--- src/rtl/skinny_round_ctrl.sv ---
// ---------------------------------------------------------------------------
// skinny_round_ctrl
//   Round sequencer for the SKINNY-128-384+ core used by Romulus-N. Drives
//   the select/enable of the (unreset) 6-bit round-constant LFSR. It turns
//   the LFSR's rounded constant into the AddConstants nibbles c0/c1/c2. It
//   also emits per-round strobes and a valid/ready result handshake.
//
//   Optional feature macro: ROUND_CTRL_ABORT_EN adds a synchronous `abort`
//   input that returns ROUND/DONE to IDLE.
//
//   Ports:
//     clk, rst_n         clock (rising edge), async active-low reset
//     start / ready      block request, taken when start & ready
//     lfsr_sel, lfsr_en  to LFSR: sel=1 loads zero, en=1 updates register
//     rc_in[5:0]         rounded constant from LFSR (combinational)
//     round_act          a round executes this cycle
//     round_idx          0-based round index (0 when idle)
//     first_round        round_act & round_idx == 0
//     last_round         round_act & round_idx == NROUNDS-1
//     rc_c0/c1/c2[3:0]   AddConstants nibbles, 0 when not in a round
//     out_valid/out_ready  result handshake
//     dbg_state[1:0]     current FSM state (FLUSH=0 IDLE=1 ROUND=2 DONE=3)
//     abort              (ROUND_CTRL_ABORT_EN only) drop the current block
//
//   Handshakes: a transfer happens on a rising edge where valid and ready are
//   both high. start is taken only in IDLE. It is never queued. out_valid
//   stays high and stable until out_ready is seen.
// ---------------------------------------------------------------------------
module skinny_round_ctrl #(
  parameter int NROUNDS = 40,
  parameter int CNT_W   = 6
) (
  input  logic             clk,
  input  logic             rst_n,
  input  logic             start,
`ifdef ROUND_CTRL_ABORT_EN
  input  logic             abort,
`endif
  output logic             ready,
  output logic             lfsr_sel,
  output logic             lfsr_en,
  input  logic [5:0]       rc_in,
  output logic             round_act,
  output logic [CNT_W-1:0] round_idx,
  output logic             first_round,
  output logic             last_round,
  output logic [3:0]       rc_c0,
  output logic [3:0]       rc_c1,
  output logic [3:0]       rc_c2,
  output logic             out_valid,
  input  logic             out_ready,
  output logic [1:0]       dbg_state
);

  if (NROUNDS < 2 || NROUNDS > 63 || (2 ** CNT_W) <= NROUNDS) begin : g_bad_cfg
    $error("skinny_round_ctrl: NROUNDS must be 2..63 and below 2**CNT_W");
  end

  typedef enum logic [1:0] {
    S_FLUSH = 2'd0,
    S_IDLE  = 2'd1,
    S_ROUND = 2'd2,
    S_DONE  = 2'd3
  } state_t;

  localparam logic [CNT_W-1:0] LAST_IDX = CNT_W'(NROUNDS - 1);

  state_t           r_state;
  logic [CNT_W-1:0] r_cnt;
  logic             w_abort;
  logic             w_round;

`ifdef ROUND_CTRL_ABORT_EN
  // abort only matters while a block is in flight.
  assign w_abort = abort & ((r_state == S_ROUND) | (r_state == S_DONE));
`else
  assign w_abort = 1'b0;
`endif

  assign w_round = (r_state == S_ROUND);

  // abort outranks both the round transition and the out_ready handshake.
  // The counter only advances up to LAST_IDX, so it never wraps.
  always_ff @(posedge clk or negedge rst_n) begin
    if (!rst_n) begin
      r_state <= S_FLUSH;
      r_cnt   <= '0;
    end else begin
      case (r_state)
        S_FLUSH: r_state <= S_IDLE;
        S_IDLE: begin
          if (start) begin
            r_state <= S_ROUND;
            r_cnt   <= '0;
          end
        end
        S_ROUND: begin
          if (w_abort) begin
            r_state <= S_IDLE;
            r_cnt   <= '0;
          end else if (r_cnt == LAST_IDX) begin
            r_state <= S_DONE;
            r_cnt   <= '0;
          end else begin
            r_cnt <= r_cnt + 1'b1;
          end
        end
        S_DONE: begin
          if (w_abort || out_ready) begin
            r_state <= S_IDLE;
            r_cnt   <= '0;
          end
        end
        default: begin
          r_state <= S_FLUSH;
          r_cnt   <= '0;
        end
      endcase
    end
  end

  // Outputs are a pure decode of the state and counter registers. The LFSR
  // has no reset of its own. It is therefore held at zero in every state
  // except ROUND. FLUSH and IDLE both clear it, so round 0 always sees 0x01.
  // lfsr_sel/lfsr_en are gated by rst_n so every output reads 0 during reset.
  assign lfsr_en     = rst_n;
  assign lfsr_sel    = rst_n & (~w_round | w_abort);
  assign ready       = (r_state == S_IDLE);
  assign round_act   = w_round;
  assign round_idx   = w_round ? r_cnt : '0;
  assign first_round = w_round & (r_cnt == '0);
  assign last_round  = w_round & (r_cnt == LAST_IDX);
  assign rc_c0       = w_round ? rc_in[3:0] : 4'h0;
  assign rc_c1       = w_round ? {2'b00, rc_in[5:4]} : 4'h0;
  assign rc_c2       = w_round ? 4'h2 : 4'h0;
  assign out_valid   = (r_state == S_DONE) & ~w_abort;
  assign dbg_state   = r_state;

endmodule

--- config.mk ---
export PLATFORM = sky130hd
export DESIGN_NAME = skinny_round_ctrl
export DESIGN_NICKNAME = d
export VERILOG_FILES = /design/src/rtl/skinny_round_ctrl.sv
export SDC_FILE = /design/constraint.sdc
export NUM_CORES = 1
export LEC_CHECK = 0
export ABC_AREA = 1
export BUFFER_PORTS_ARGS = -buffer_cell sky130_fd_sc_hd__buf_2
export CORE_MARGIN = 3
export CORE_UTILIZATION = 44
export DETAILED_ROUTE_END_ITERATION = 10
export GPL_TIMING_DRIVEN = 0
export PLACE_DENSITY = 0.76
export SYNTH_ARGS = -nofsm -noshare
export SYNTH_HDL_FRONTEND = slang
export SYNTH_SLANG_ARGS = --single-unit
--- constraint.sdc ---
create_clock -name clk -period 1.5 [get_ports clk]
set_input_delay 0.075 -clock clk [delete_from_list [all_inputs] [get_ports clk]]
set_output_delay 0.075 -clock clk [all_outputs]
set_load 0.03 [all_outputs]
==> flow_results.xml <==
<?xml version="1.0" encoding="UTF-8"?>
<metrics>
  <group name="status">
    <metric name="run_status" unit="">finished, final reports clean</metric>
  </group>
  <group name="global_route">
    <metric name="grt.busiest_layer" unit="">met2</metric>
    <metric name="grtUsageMet3" unit="">0.0352</metric>
    <metric name="groute.layer.met1.usage" unit="">0.196</metric>
    <metric name="grt_pass1_vias" unit="">638</metric>
    <metric name="grt_use_met2" unit="">0.310</metric>
    <metric name="grt_antenna_before_repair" unit="">0</metric>
    <metric name="maximum_number_of_pins_on_one_net_before_global_route_repair" unit="">11</metric>
    <metric name="grt_first_pass_wirelength" unit="mm">2.63</metric>
    <metric name="grt.overflow.total" unit="">0</metric>
    <metric name="grt_usage" unit="">0.171</metric>
  </group>
  <group name="clock_network">
    <metric name="clock_edge_transition_at_the_registers_on_the_reported_setup_and_hold_paths" unit="ns">0.06</metric>
    <metric name="cts_tree" unit="">yes</metric>
    <metric name="cts_buf_count" unit="">3</metric>
    <metric name="worst_skew_pair.late_latency" unit="ns">0.26</metric>
    <metric name="h-tree-depth" unit="">1</metric>
    <metric name="cts_max_path_buffers" unit="">2</metric>
    <metric name="cts.sinks" unit="">8</metric>
    <metric name="cts-root-buf" unit="">sky130_fd_sc_hd__clkbuf_4</metric>
  </group>
  <group name="critical_path">
    <metric name="delay_of_the_slowest_critical_path_stage" unit="ns">0.43</metric>
    <metric name="timing.critical_path.to_type" unit="">output pin</metric>
    <metric name="critical_path_required" unit="ns">1.42</metric>
    <metric name="crit_fanout" unit="">5</metric>
    <metric name="timing.critical_path.from_type" unit="">register</metric>
    <metric name="crit_path_cell_trace" unit="">ha_2, nand2_2, clkinv_2, nand3_2, nor2_2, buf_6</metric>
    <metric name="worst_path_max_delay_cell" unit="">sky130_fd_sc_hd__dfrtp_1</metric>
    <metric name="crit_type" unit="">reg2out</metric>
    <metric name="worst_ep_arrival_time" unit="ns">1.38</metric>
  </group>
  <group name="timing">
    <metric name="totalNegativeSetupSlack" unit="ns">0</metric>
    <metric name="clock_skew" unit="ns">0.00469</metric>
    <metric name="report.final.setup_viol" unit="">0</metric>
    <metric name="maxClockFrequency" unit="MHz">687</metric>
    <metric name="timing.hold.ws" unit="ns">0.198</metric>
    <metric name="worst_slack" unit="ns">0.0438</metric>
    <metric name="report.final.hold_viol_count" unit="">0</metric>
    <metric name="fin_crit_sh" unit="">0.971</metric>
    <metric name="min_period" unit="ns">1.46</metric>
    <metric name="unrepaired_setup_endpoints_after_global_routing" unit="">yes</metric>
    <metric name="final-max-slew-violation-count" unit="">0</metric>
  </group>
  <group name="cells_and_area">
    <metric name="antennaDiodeCount" unit="">0</metric>
    <metric name="final.fill_count" unit="">102</metric>
    <metric name="sequential_cell_area" unit="um^2">203</metric>
    <metric name="growth_of_design_area_from_synthesis_to_finish" unit="%">52.5</metric>
    <metric name="fin_area" unit="um^2">1100</metric>
    <metric name="final_nets" unit="">169</metric>
    <metric name="drive_above_1_share" unit="">0.497</metric>
    <metric name="multi_input_comb_area" unit="um^2">432</metric>
  </group>
  <group name="power_and_ir_drop">
    <metric name="power_per_cell_area" unit="nW/um^2">1710</metric>
    <metric name="power_leakage" unit="nW">0.665</metric>
    <metric name="irDropWorstVdd" unit="V">0.00139</metric>
    <metric name="p_total" unit="mW">1.89</metric>
  </group>
  <group name="yosys">
    <metric name="synth.yosys.seq_area_share" unit="">0.277</metric>
    <metric name="synthMostInstantiatedCell" unit="">sky130_fd_sc_hd__nand2_1</metric>
    <metric name="synthesis.area_per_instance" unit="um^2">6.56</metric>
    <metric name="synth_warnings" unit="">0</metric>
    <metric name="postSynthRegisterBits" unit="">8</metric>
    <metric name="synthFlopType" unit="">sky130_fd_sc_hd__dfrtp_1</metric>
    <metric name="synth.largest_area_cell" unit="">sky130_fd_sc_hd__dfrtp_1</metric>
    <metric name="ys_async_sr_fraction" unit="">1.00</metric>
    <metric name="synth_cell_type_count" unit="">18</metric>
    <metric name="synth.top_cell.area_share" unit="">0.277</metric>
    <metric name="synth_area" unit="um^2">722</metric>
    <metric name="synth_common_cells" unit="">sky130_fd_sc_hd__nand2_1, sky130_fd_sc_hd__inv_1, sky130_fd_sc_hd__nor2_1</metric>
    <metric name="synthesis.instances" unit="">110</metric>
    <metric name="synth_edf_count" unit="">0</metric>
    <metric name="yosys-top-cells-area" unit="">sky130_fd_sc_hd__dfrtp_1, sky130_fd_sc_hd__nand2_1, sky130_fd_sc_hd__inv_1</metric>
  </group>
  <group name="floorplan">
    <metric name="die_area" unit="um^2">2160</metric>
    <metric name="row_count" unit="">13</metric>
    <metric name="floorplan.die.width" unit="um">46.5</metric>
    <metric name="starting_density_of_the_core" unit="">0.510</metric>
    <metric name="placeableCoreArea" unit="um^2">1420</metric>
    <metric name="floorplan.io_pins" unit="">37</metric>
    <metric name="fp.dieH" unit="um">46.5</metric>
  </group>
  <group name="drt">
    <metric name="vias" unit="">769</metric>
    <metric name="detail_route.drc_violations" unit="">0</metric>
    <metric name="drt-initial-drc-count" unit="">6</metric>
    <metric name="antenna_left" unit="">0</metric>
    <metric name="route.detailed.vias_per_inst" unit="">4.63</metric>
    <metric name="route.detailed.wl_per_inst" unit="um">10.9</metric>
    <metric name="drt-total-wl" unit="mm">1.81</metric>
    <metric name="drt_pre_antenna_iters" unit="">5</metric>
  </group>
  <group name="worst_hold_path">
    <metric name="min_path_type" unit="">in2async</metric>
  </group>
  <group name="place">
    <metric name="place.gp.congestion" unit="">0.736</metric>
    <metric name="detailedPlacementHpwl" unit="mm">1.32</metric>
    <metric name="place_ws" unit="ns">0.0515</metric>
    <metric name="numPortBuffers" unit="">31</metric>
    <metric name="placed_instance_area" unit="um^2">945</metric>
  </group>
  <group name="job">
    <metric name="cap_viol_max_count" unit="">0</metric>
  </group>
</metrics>
-- registers in the layout (all words and copies together) (netlist names) --
register and count:
r_cnt 6, dbg_state 2
-- stage by stage --
stage | utilization | instances
global placement | 0.668 | 160
finish | 0.778 | 166
floorplan | - | 114
global route | 0.778 | 166
detailed placement | 0.668 | 160
CTS | 0.730 | 165
-- layout by cell type, fill, tap and decap left out, types with 2 or more instances in the layout --
cell type / instances
sky130_fd_sc_hd__nand2_1: 31
sky130_fd_sc_hd__buf_2: 18
sky130_fd_sc_hd__inv_1: 13
sky130_fd_sc_hd__buf_4: 12
sky130_fd_sc_hd__buf_6: 11
sky130_fd_sc_hd__inv_2: 10
sky130_fd_sc_hd__nor2_1: 9
sky130_fd_sc_hd__dfrtp_1: 6
sky130_fd_sc_hd__conb_1: 5
sky130_fd_sc_hd__a21oi_1: 4
sky130_fd_sc_hd__nand3_1: 4
sky130_fd_sc_hd__nand2_2: 3
sky130_fd_sc_hd__ha_1: 3
sky130_fd_sc_hd__clkbuf_4: 3
sky130_fd_sc_hd__nand3_2: 2
sky130_fd_sc_hd__nor2_2: 2
sky130_fd_sc_hd__nand2_4: 2
sky130_fd_sc_hd__nor2_4: 2
sky130_fd_sc_hd__ha_2: 2
sky130_fd_sc_hd__dfrtp_2: 2
-- where the power goes --
group          internal, mW  switching (mW)  leakage (nW)  total, mW
registers             0.269          0.0666         0.105      0.335
logic                 0.527           0.852         0.547       1.38
clock network        0.0922          0.0814        0.0138      0.174
total                 0.888            1.00         0.665       1.89
-- layer usage --
| layer | part of all wire | vias up |
|---|---|---|
| met5 | 0 | - |
| li1 | - | 394 |
| met4 | 0.0022 | 0 |
| met3 | 0.076 | 2 |
| met2 | 0.52 | 29 |
| met1 | 0.40 | 344 |
-- critical path: cells and delay by family, from the launching register on --
| kind | cells | cell delay (ns) |
|---|---|---|
| flops | 1 | 0.43 |
| simple gates | 3 | 0.28 |
| fa+ha+maj | 1 | 0.22 |
| buf+inv | 2 | 0.20 |
-- path summary, 6_finish.rpt --
kind	startpoint	endpoint	slack (ns)	cells after the start
setup / recovery	r_cnt[1]	last_round	0.04	6
hold / removal	rst_n	r_cnt[3]	0.20	2
setup reg to reg	dbg_state[1]	r_cnt[5]	0.13	8
hold reg to reg	dbg_state[1]	dbg_state[1]	0.55	2
max in group asynchronous	rst_n	dbg_state[1]	1.09	2
min in group clk	out_ready	r_cnt[3]	0.31	7
-- cell families after synthesis --
kind of cell    Yosys count  synth area share
compound gates            6            0.0520
fa+ha+maj                 6             0.104
buf+inv                  33             0.217
flops                     8             0.277
other cells               1           0.00519
simple gates             56             0.345
-- area by class of cell --
class                      count  area share
multi-input combinational     73       0.392
timing repair buffer          35       0.245
sequential                     8       0.184
inverter                      24      0.0830
buffer                         8      0.0580
clock buffer                   3      0.0205
tap                           15      0.0170
-- timing repair --
item | CTS | global route
pin swaps | 0 | 2
hold buffers | 1 | 0
gates resized for setup | 14 | 20
endpoints found under the hold margin | 8 | 0
buffers inserted | 2 | 1
setup endpoints to repair | 14 | 17
No activity file was read; power rests on OpenSTA's default activity.
